$ cat src/rtl/mem_stage_lsu_pkg.sv
// Shared types, size codes and lane helpers for the MEM-stage load/store unit.
// Imported by the LSU top and its load-extension sub-module.
package mem_stage_lsu_pkg;

    typedef enum logic [1:0] {
        LsuIdle = 2'd0,
        LsuBusy = 2'd1,
        LsuDone = 2'd2
    } lsu_state_e;

    localparam logic [1:0] SizeW = 2'b01;
    localparam logic [1:0] SizeH = 2'b10;
    localparam logic [1:0] SizeB = 2'b11;

    // 2'b00 from decode is treated as a word access.
    function automatic logic [1:0] norm_size(input logic [1:0] size);
        return (size == 2'b00) ? SizeW : size;
    endfunction

    function automatic logic misaligned(input logic [1:0] size, input logic [1:0] lane);
        case (size)
            SizeH:   return lane[0];
            SizeB:   return 1'b0;
            default: return lane != 2'b00;
        endcase
    endfunction

    function automatic logic [3:0] byte_en(input logic [1:0] size, input logic [1:0] lane);
        case (size)
            SizeH:   return lane[1] ? 4'b1100 : 4'b0011;
            SizeB:   return 4'b0001 << lane;
            default: return 4'b1111;
        endcase
    endfunction

    // Store data is replicated across all lanes so the byte enables alone select it.
    function automatic logic [31:0] lane_wdata(input logic [1:0] size, input logic [31:0] wdata);
        case (size)
            SizeH:   return {2{wdata[15:0]}};
            SizeB:   return {4{wdata[7:0]}};
            default: return wdata;
        endcase
    endfunction

endpackage

$ cat src/rtl/mem_stage_lsu_if.sv
// Data-bus req/ack interface between the LSU (master) and the data memory (slave).
interface mem_stage_lsu_if #(
    parameter int unsigned XLEN      = 32,
    parameter int unsigned ADDR_SIZE = 32
) ();

    logic                 bus_req;
    logic                 bus_we;
    logic [ADDR_SIZE-1:0] bus_addr;
    logic [3:0]           bus_be;
    logic [XLEN-1:0]      bus_wdata;
    logic                 bus_ack;
    logic [XLEN-1:0]      bus_rdata;

    modport master (
        output bus_req,
        output bus_we,
        output bus_addr,
        output bus_be,
        output bus_wdata,
        input  bus_ack,
        input  bus_rdata
    );

    modport slave (
        input  bus_req,
        input  bus_we,
        input  bus_addr,
        input  bus_be,
        input  bus_wdata,
        output bus_ack,
        output bus_rdata
    );

endinterface

$ cat src/rtl/mem_stage_lsu_ldext.sv
// Load data extraction: selects the addressed lane of the read word and
// sign- or zero-extends byte/halfword loads.
module mem_stage_lsu_ldext
    import mem_stage_lsu_pkg::*;
(
    input  logic [31:0] rdata,
    input  logic [1:0]  lane,
    input  logic [1:0]  size,
    input  logic        lunsigned,
    output logic [31:0] data
);

    logic [15:0] lane_bits;
    logic        ext_b;
    logic        ext_h;

    assign lane_bits = 16'(rdata >> {lane, 3'b000});
    assign ext_b     = ~lunsigned & lane_bits[7];
    assign ext_h     = ~lunsigned & lane_bits[15];

    always_comb begin
        data = rdata;
        case (size)
            SizeB:   data = {{24{ext_b}}, lane_bits[7:0]};
            SizeH:   data = {{16{ext_h}}, lane_bits[15:0]};
            default: data = rdata;
        endcase
    end

endmodule

$ cat src/rtl/mem_stage_lsu.sv
// MEM-stage load/store unit: one req/ack bus transaction per load/store,
// stalling the pipeline until the access completes.
module mem_stage_lsu
    import mem_stage_lsu_pkg::*;
#(
    parameter int unsigned XLEN      = 32,
    parameter int unsigned ADDR_SIZE = 32
) (
    input  logic                 clk,
    input  logic                 reset,
    input  logic                 memreadM,
    input  logic                 memwriteM,
    input  logic [1:0]           swhbM,
    input  logic                 lunsignedM,
    input  logic [ADDR_SIZE-1:0] addrM,
    input  logic [XLEN-1:0]      wdataM,
    output logic                 stallM,
    output logic                 misalignM,
    output logic [XLEN-1:0]      ldataM,
    mem_stage_lsu_if.master      bus
);

    lsu_state_e state_q, state_d;

    logic                 access;
    logic [1:0]           size_in;
    logic                 mis;
    logic                 accept;
    logic                 ack_fire;
    logic [XLEN-1:0]      ext_data;

    logic                 req_q;
    logic                 we_q;
    logic [ADDR_SIZE-1:0] addr_q;
    logic [3:0]           be_q;
    logic [XLEN-1:0]      wdata_q;
    logic [1:0]           lane_q;
    logic [1:0]           size_q;
    logic                 uns_q;
    logic [XLEN-1:0]      ldata_q;

    assign access  = memreadM | memwriteM;
    assign size_in = norm_size(swhbM);
    assign mis     = misaligned(size_in, addrM[1:0]);

    // Control outputs are forced low while reset is held, even with an access pending.
    always_comb begin
        state_d   = state_q;
        stallM    = 1'b0;
        misalignM = 1'b0;
        accept    = 1'b0;
        ack_fire  = 1'b0;
        unique case (state_q)
            LsuIdle: begin
                if (access && reset) begin
                    if (mis) begin
                        misalignM = 1'b1;
                    end else begin
                        stallM  = 1'b1;
                        accept  = 1'b1;
                        state_d = LsuBusy;
                    end
                end
            end
            LsuBusy: begin
                stallM = reset;
                if (bus.bus_ack && reset) begin
                    ack_fire = 1'b1;
                    state_d  = LsuDone;
                end
            end
            LsuDone: begin
                state_d = LsuIdle;
            end
            default: begin
                state_d = LsuIdle;
            end
        endcase
    end

    always_ff @(posedge clk or negedge reset) begin
        if (!reset) begin
            state_q <= LsuIdle;
        end else begin
            state_q <= state_d;
        end
    end

    always_ff @(posedge clk or negedge reset) begin
        if (!reset) begin
            req_q   <= 1'b0;
            we_q    <= 1'b0;
            addr_q  <= '0;
            be_q    <= 4'b0000;
            wdata_q <= '0;
            lane_q  <= 2'b00;
            size_q  <= SizeW;
            uns_q   <= 1'b0;
            ldata_q <= '0;
        end else if (accept) begin
            req_q   <= 1'b1;
            we_q    <= memwriteM;
            addr_q  <= {addrM[ADDR_SIZE-1:2], 2'b00};
            be_q    <= byte_en(size_in, addrM[1:0]);
            wdata_q <= lane_wdata(size_in, wdataM);
            lane_q  <= addrM[1:0];
            size_q  <= size_in;
            uns_q   <= lunsignedM;
            ldata_q <= '0;
        end else if (ack_fire) begin
            req_q <= 1'b0;
            if (!we_q) begin
                ldata_q <= ext_data;
            end
        end else if (misalignM) begin
            ldata_q <= '0;
        end
    end

    mem_stage_lsu_ldext u_ldext (
        .rdata     (bus.bus_rdata),
        .lane      (lane_q),
        .size      (size_q),
        .lunsigned (uns_q),
        .data      (ext_data)
    );

    assign bus.bus_req   = req_q;
    assign bus.bus_we    = we_q;
    assign bus.bus_addr  = addr_q;
    assign bus.bus_be    = be_q;
    assign bus.bus_wdata = wdata_q;
    assign ldataM        = ldata_q;

endmodule
$ cat src/flat_wrapper.sv
// flat-port wrapper written by rule: the top's interface ports become plain ports
module mem_stage_lsu_flat import mem_stage_lsu_pkg::*;
#(
    parameter int unsigned XLEN      = 32,
    parameter int unsigned ADDR_SIZE = 32
)
  (clk, reset, memreadM, memwriteM, swhbM, lunsignedM, addrM, wdataM, stallM, misalignM, ldataM, bus_bus_req, bus_bus_we, bus_bus_addr, bus_bus_be, bus_bus_wdata, bus_bus_ack, bus_bus_rdata);
  mem_stage_lsu_if #(.XLEN(XLEN), .ADDR_SIZE(ADDR_SIZE)) bus_i ();
  input  logic clk;
  input  logic reset;
  input  logic memreadM;
  input  logic memwriteM;
  input  logic [1:0] swhbM;
  input  logic lunsignedM;
  input  logic [ADDR_SIZE-1:0] addrM;
  input  logic [XLEN-1:0] wdataM;
  output logic stallM;
  output logic misalignM;
  output logic [XLEN-1:0] ldataM;
  output wire logic [$bits(bus_i.bus_req)-1:0] bus_bus_req;
  output wire logic [$bits(bus_i.bus_we)-1:0] bus_bus_we;
  output wire logic [$bits(bus_i.bus_addr)-1:0] bus_bus_addr;
  output wire logic [$bits(bus_i.bus_be)-1:0] bus_bus_be;
  output wire logic [$bits(bus_i.bus_wdata)-1:0] bus_bus_wdata;
  input wire logic [$bits(bus_i.bus_ack)-1:0] bus_bus_ack;
  input wire logic [$bits(bus_i.bus_rdata)-1:0] bus_bus_rdata;
  assign bus_bus_req = bus_i.bus_req;
  assign bus_bus_we = bus_i.bus_we;
  assign bus_bus_addr = bus_i.bus_addr;
  assign bus_bus_be = bus_i.bus_be;
  assign bus_bus_wdata = bus_i.bus_wdata;
  assign bus_i.bus_ack = bus_bus_ack;
  assign bus_i.bus_rdata = bus_bus_rdata;
  mem_stage_lsu #(.XLEN(XLEN), .ADDR_SIZE(ADDR_SIZE)) u_core (.clk(clk), .reset(reset), .memreadM(memreadM), .memwriteM(memwriteM), .swhbM(swhbM), .lunsignedM(lunsignedM), .addrM(addrM), .wdataM(wdataM), .stallM(stallM), .misalignM(misalignM), .ldataM(ldataM), .bus(bus_i));
endmodule
$ cat config.mk
export PLATFORM = sky130hd
export DESIGN_NAME = mem_stage_lsu_flat
export DESIGN_NICKNAME = d
export VERILOG_FILES = /design/src/rtl/mem_stage_lsu_pkg.sv /design/src/rtl/mem_stage_lsu_if.sv /design/src/rtl/mem_stage_lsu_ldext.sv /design/src/rtl/mem_stage_lsu.sv /design/src/flat_wrapper.sv
export SDC_FILE = /design/constraint.sdc
export NUM_CORES = 1
export LEC_CHECK = 0
export ABC_AREA = 1
export CORE_UTILIZATION = 44
export DETAILED_ROUTE_END_ITERATION = 8
export HOLD_SLACK_MARGIN = 0.03
export MAX_ROUTING_LAYER = met4
export PLACE_DENSITY = 0.81
export SYNTH_ARGS = -nofsm -noshare
export SYNTH_HDL_FRONTEND = slang
export SYNTH_SLANG_ARGS = --single-unit
$ cat constraint.sdc
create_clock -name clk -period 2.6 [get_ports clk]
set_clock_uncertainty 0.05 [all_clocks]
set_input_delay 0.78 -clock clk [delete_from_list [all_inputs] [get_ports clk]]
set_output_delay 0.78 -clock clk [all_outputs]
set_load 0.05 [all_outputs]
; After elaboration in Yosys (flattened, before gate mapping)
; Index checks and enable logic that the tools add are counted.
[op_classes]
add_sub_neg = 0
multipliers = 0
div_mod_pow = 0
magnitude_cmp = 0
n_eq_ne = 9
n_shift = 2
muxes = 25
bitwise_logic = 4
reduce_logical = 9
[ops]
columns = op, count
row1 = 2-to-1 mux 32 bit, 4
row2 = one-hot mux 32 bit (2 select lines), 2
row3 = right shift 32 x 5 -> 16 bit, 1
row4 = 2-to-1 mux 1 bit, 10
row5 = == test 2 bit (second input constant), 4
row6 = 2-to-1 mux 2 bit, 4
row7 = one-hot mux 4 bit (2 select lines), 1
row8 = zero test 2 bit, 2
row9 = 2-to-1 mux 4 bit, 1
row10 = inequality test 2 x 1 -> 1 bit (second input constant), 2
row11 = one-hot mux 1 bit (2 select lines), 2
row12 = one-hot mux 2 bit (2 select lines), 1
row13 = nonzero test 2 bit, 2
row14 = << shifter 1 x 2 -> 4 bit (first input constant), 1
row15 = inequality test 3 x 2 -> 1 bit (second input constant), 1
row16 = AND reduction 3 bit, 1
row17 = nonzero test 3 bit, 1
row18 = AND 1 bit, 2
row19 = == test 2 x 1 -> 1 bit (second input constant), 1
row20 = logical AND 1 bit, 2
row21 = inequality test 2 bit (second input constant), 1
row22 = AND reduction 2 bit, 1
row23 = NOT 1 bit, 1
row24 = bitwise OR 1 bit, 1
[totals]
register_bits = 107
latch_bits = 0
ramBits = 0
romBits = 0
in_bits = 104
out_inout_bits = 104
memories = 0

; Depth between registers and ports, before layout
[logic_depth]
ltp_word = 10
mapped_depth = 10

; Modules after synthesis
; From an unflattened synthesis, not the netlist that was laid out.
[hier_totals]
hier_cells = 823
area_unflattened_um2 = 5828.1
[modules_own_cells]
columns = mod, n_inst, cells_each, area_each_um2
row1 = mem_stage_lsu, 1, 649, 4986.0
row2 = mem_stage_lsu_ldext, 1, 174, 842.1

; Worst setup path before layout
; OpenSTA, ideal clock, no wires.
[synth_timing]
path_kind = in2out
from = input port swhbM[0]
to = output port stallM
t_arrival_ns = 2.048
required_ns = 1.770
slack_ns = -0.278
cell_stages = 8
n_path_buf = 2
path_cell_list = nand2_1 inv_2 o22ai_1 inv_1 nand2_2 buf_2 buf_2 o21ai_0
[synth_between]
elab_chain_cells = 7
word_cells_on_any_way = 8
classes_between = eq/ne: 2 / mux: 5 / reduce/logical: 1
[synth_rtl]
columns = element, line
row1 = start: declaration, flat_wrapper.sv:13  ; input logic [1:0] swhbM;
row2 = zero test 2 bit, mem_stage_lsu_pkg.sv:17  ; return (size == 2'b00) ? SizeW : size;
row3 = 2-to-1 mux 2 bit *, mem_stage_lsu_pkg.sv:17
row4 = == test 2 bit, mem_stage_lsu_pkg.sv:21  ; case (size)
row5 = one-hot mux 1 bit (2 select lines) *, mem_stage_lsu_pkg.sv:21
row6 = 2-to-1 mux 1 bit *, mem_stage_lsu.sv:56  ; if (mis) begin
row7 = 2-to-1 mux 1 bit *, mem_stage_lsu.sv:55  ; if (access && reset) begin
row8 = one-hot mux 1 bit (2 select lines) *, mem_stage_lsu.sv:53  ; unique case (state_q)
row9 = end: declaration, flat_wrapper.sv:17  ; output logic stallM;
; Mark *: on every way between the ends. The rest lies on a longest branch, timed or not.

; Final worst setup path
[layout_timing]
from = input port addrM[1]
to = output port stallM
[layout_between]
elab_chain_cells = 5
[layout_rtl]
columns = element, line
row1 = start: declaration, flat_wrapper.sv:15  ; input logic [ADDR_SIZE-1:0] addrM;
row2 = nonzero test 2 bit, mem_stage_lsu_pkg.sv:24  ; default: return lane != 2'b00;
row3 = one-hot mux 1 bit (2 select lines), mem_stage_lsu_pkg.sv:21
row4 = 2-to-1 mux 1 bit, mem_stage_lsu.sv:56
row5 = 2-to-1 mux 1 bit, mem_stage_lsu.sv:55
row6 = one-hot mux 1 bit (2 select lines), mem_stage_lsu.sv:53
; Every way passes these cells.

==> Flow_metrics.wiki <==
{| class="wikitable"
! Metric !! Value
|-
| Result of the run || finished clean
|-
| Cell family with most CP delay || buffers and inverters
|-
| Count of routing violations after the opening detailed-route iteration || 325
|-
| Reg-to-reg slack, setup || 0.50 ns
|-
| Relative contribution of sequential cells to total power || 30.7%
|-
| Kind of capture point of the worst setup path || output pin
|-
| Async set or reset register ratio after synthesis || 100%
|-
| P&R area growth vs syn || 50.8%
|-
| Overflow left after global routing || 0
|-
| Arrival time of the worst setup path || 1.73 ns
|-
| Fraction of synthesized cell area taken by the top area cell type || 50.9%
|-
| Ratio of cells with drive above 1 in the final layout || 10.6%
|-
| All-layer global routing usage || 28.0%
|-
| Unrepaired setup endpoints after global routing || no
|-
| Design internal power || 4.31 mW
|-
| Adder-Cell Fraction of Synth Area || 0%
|-
| Die outline area || 12300 µm²
|-
| Synth area leader || dfrtp_1
|-
| Post-CTS Hold Fix Bufs || 0
|-
| Count of yosys warnings during synthesis || 0
|-
| Worst-Skew Late Latency || 0.34 ns
|-
| Inserted Clock Buffers || 9
|-
| Multiplexer share of the synthesized area || 0%
|-
| Complex-gate fraction of the synthesized area || 8.91%
|-
| Commonest cells in the synthesized netlist || nand2_1, dfrtp_1, o21ai_0
|-
| NumNets Final || 997
|-
| Clock transition at the registers of the reported paths || 0.08 ns
|-
| Fin crit share || 98.4%
|-
| Total wire length || 16100 µm
|-
| Antenna viol nets, final || 0
|-
| Master cell of the clock root buffer || clkbuf_16
|-
| Leakage Power || 3.89 nW
|-
| CTS HTree Levels || 3
|-
| Count of antenna diodes in the layout || 0
|-
| Maximum number of pins on one net before global-route repair || 68
|-
| HPWL after detailed placement || 11500 µm
|-
| Clock power share || 16.1%
|-
| Area taken by multi-input logic gates || 2180 µm²
|-
| Number of detailed-route iterations in the first pass || 5
|-
| Routed WL per cell || 15.5 µm
|-
| Number of synthesized register bits || 107
|-
| Cells along the critical path || dlygate4sd2_1 > inv_2 > o22ai_4 > inv_2 > nand2_2 > o21ai_2 > buf_12
|-
| Pwr/cell area || 1060 nW/µm²
|-
| Sw power || 3.98 mW
|-
| Design Power || 8.29 mW
|-
| Combinational group share of total power || 53.3%
|-
| Fraction of the yosys area taken by sequential cells || 51.4%
|-
| Main area contributors after synthesis || dfrtp_1, nand2_1, o21ai_0
|-
| Via count of the first global-routing pass || 5201
|-
| Worst slew pin tran || 0.853 ns
|-
| Chip Height || 111 µm
|-
| Combinational family with the most area after synthesis || simple AND/OR/NAND/NOR gates
|-
| Core occupancy in the finished layout || 68.5%
|-
| Number of buffers and inverters on the critical path || 4
|-
| Weighted congestion at the end of routability-driven global placement || 0.905
|-
| CTS tree || built
|-
| Effective utilization at floorplan || 45.4%
|-
| Required time at the endpoint of the critical path || 1.77 ns
|-
| Port Buffers || 205
|-
| Final count of negative-setup-slack endpoints || 0
|-
| FF/Latch Area || 2680 µm²
|-
| Final Critical Period || 2.56 ns
|-
| Vias per Instance || 5.02
|-
| XOR/XNOR share of the synthesized area || 0%
|-
| Most frequent cell on the critical path || inv_2
|-
| Num Clock Sinks || 107
|-
| Most used standard cell by instance count after synthesis || nand2_1
|-
| Number of buffers on the longest clock path || 2
|-
| Number of antenna violations at the first check in global routing || 0
|-
| Crit-path max FO || 3
|-
| Kind of critical path || in -> out
|-
| Peak supply drop || 730 µV
|-
| # rows || 39
|-
| Mapped Cells || 673
|-
| Worst rel slew slack || 43.2%
|-
| Via count || 5225
|-
| Path category of the worst min-delay check || in -> async
|-
| Total DRC errors in the routed layout || 0
|-
| Wire length of the first global-routing pass || 26500 µm
|-
| Max stage delay on crit path || 0.25 ns
|-
| Fmax || 391 MHz
|-
| Number of different library cells in the post-synthesis netlist || 32
|-
| Width of the die || 111 µm
|-
| Post-synth EDFFs || 0
|-
| Total Neg Setup Slack || 0 ns
|-
| Post-Synth Simple-Gate Area || 32.3%
|-
| Critical Path Start Type || input pin
|-
| Final critical-path setup slack || 0.0410 ns
|-
| Area of the core || 11500 µm²
|-
| Synthesized cell area || 5210 µm²
|-
| Main synth FF type || dfrtp_1
|-
| Number of fill cells in the layout || 947
|-
| Dpl ws || -0.304 ns
|-
| Total count of max-transition violations in the final report || 0
|-
| Top Ports || 208
|-
| Synthesized area divided by synthesized cell count || 7.74 µm²
|-
| Hold Fails Final Rpt || 0
|-
| Count of max-cap constraint violations || 0
|-
| Switching Share || 48.0%
|-
| Slowest cell on the critical path || dlygate4sd2_1
|}
path summary, 6_finish.rpt:
path / start / endpoint / cells after the start
hold / removal: reset / u_core.bus.bus_wdata[30]$_DFFE_PN0N_ / 2
setup reg to reg: u_core.lane_q[0]$_DFFE_PN0N_ / u_core.ldataM[5]$_DFFE_PN0P_ / 6
setup / recovery: addrM[1] / stallM / 7
min in group clk: u_core.ldataM[10]$_DFFE_PN0P_ / u_core.ldataM[10]$_DFFE_PN0P_ / 2
max in group asynchronous: reset / u_core.ldataM[20]$_DFFE_PN0P_ / 3
hold reg to reg: u_core.ldataM[10]$_DFFE_PN0P_ / u_core.ldataM[10]$_DFFE_PN0P_ / 2
flip-flops by register name (all words and copies together), names as in the netlist:
signal,flops
u_core.state_q,2
u_core.bus.bus_wdata,32
u_core.bus.bus_be,4
u_core.bus.bus_req,1
u_core.uns_q,1
u_core.size_q,2
u_core.lane_q,2
u_core.bus.bus_we,1
u_core.bus.bus_addr,30
u_core.ldataM,32
power by group through the flow:
stage | sequential [mW] | combinational [mW] | clock (mW)
2_1_floorplan | 4.23 | 1.15 | 0
6_report | 2.54 | 4.41 | 1.33
3_3_place_gp | 2.55 | 4.36 | 0
4_1_cts | 2.53 | 4.43 | 1.36
3_5_place_dp | 2.53 | 4.41 | 0
5_1_grt | 2.61 | 4.68 | 1.43
kinds of logic after synthesis:
family                 after synthesis
AO/OA/AOI/OAI                       83
other                                1
buffers and inverters               73
flip-flops                         107
AND/OR/NAND/NOR                    409
area by class of cell:
cell class | count | area share, %
multi-input combinational | 494 | 27.8
inverter | 41 | 2.02
tap | 143 | 2.28
timing repair buffer | 240 | 30.2
clock inverter | 7 | 0.765
clock buffer | 9 | 2.87
sequential | 107 | 34.1
timing repair:
action,in CTS,in global routing
pin swaps,3,0
endpoints found under the setup margin,2,2
buffers inserted,13,0
gates resized for setup,14,2
routing by layer:
layer | GRT usage [%] | routed length (µm)
met5 | - | 0
met4 | 6.76 | 201
met3 | 7.00 | 1460
met2 | 44.3 | 7640
met1 | 36.4 | 6800
cell usage in the layout, fill, tap and decap left out, types with 7 or more instances in the layout:
cell | Yosys | final
o211ai_1 | 12 | 12
nand3_2 | 13 | 13
nand2_1 | 350 | 350
nand3_1 | 12 | 12
a21oi_1 | 18 | 18
inv_2 | 4 | 7
or2_2 | 7 | 7
inv_1 | 35 | 32
clkbuf_16 | 0 | 9
o21ai_0 | 45 | 43
nor2_1 | 17 | 16
buf_4 | 3 | 32
dfrtp_1 | 106 | 106
clkdlybuf4s50_1 | 0 | 196
stage by stage:
stage	cells	area [µm²]	hold slack (ns)
3_5_place_dp	1012	7460	0.414
4_1_cts	1041	7860	0.331
6_report	1041	7850	0.335
3_3_place_gp	1012	7460	0.410
5_1_grt	1041	7850	0.335
2_1_floorplan	674	5220	0.434
(Power assumes the default switching activity.)
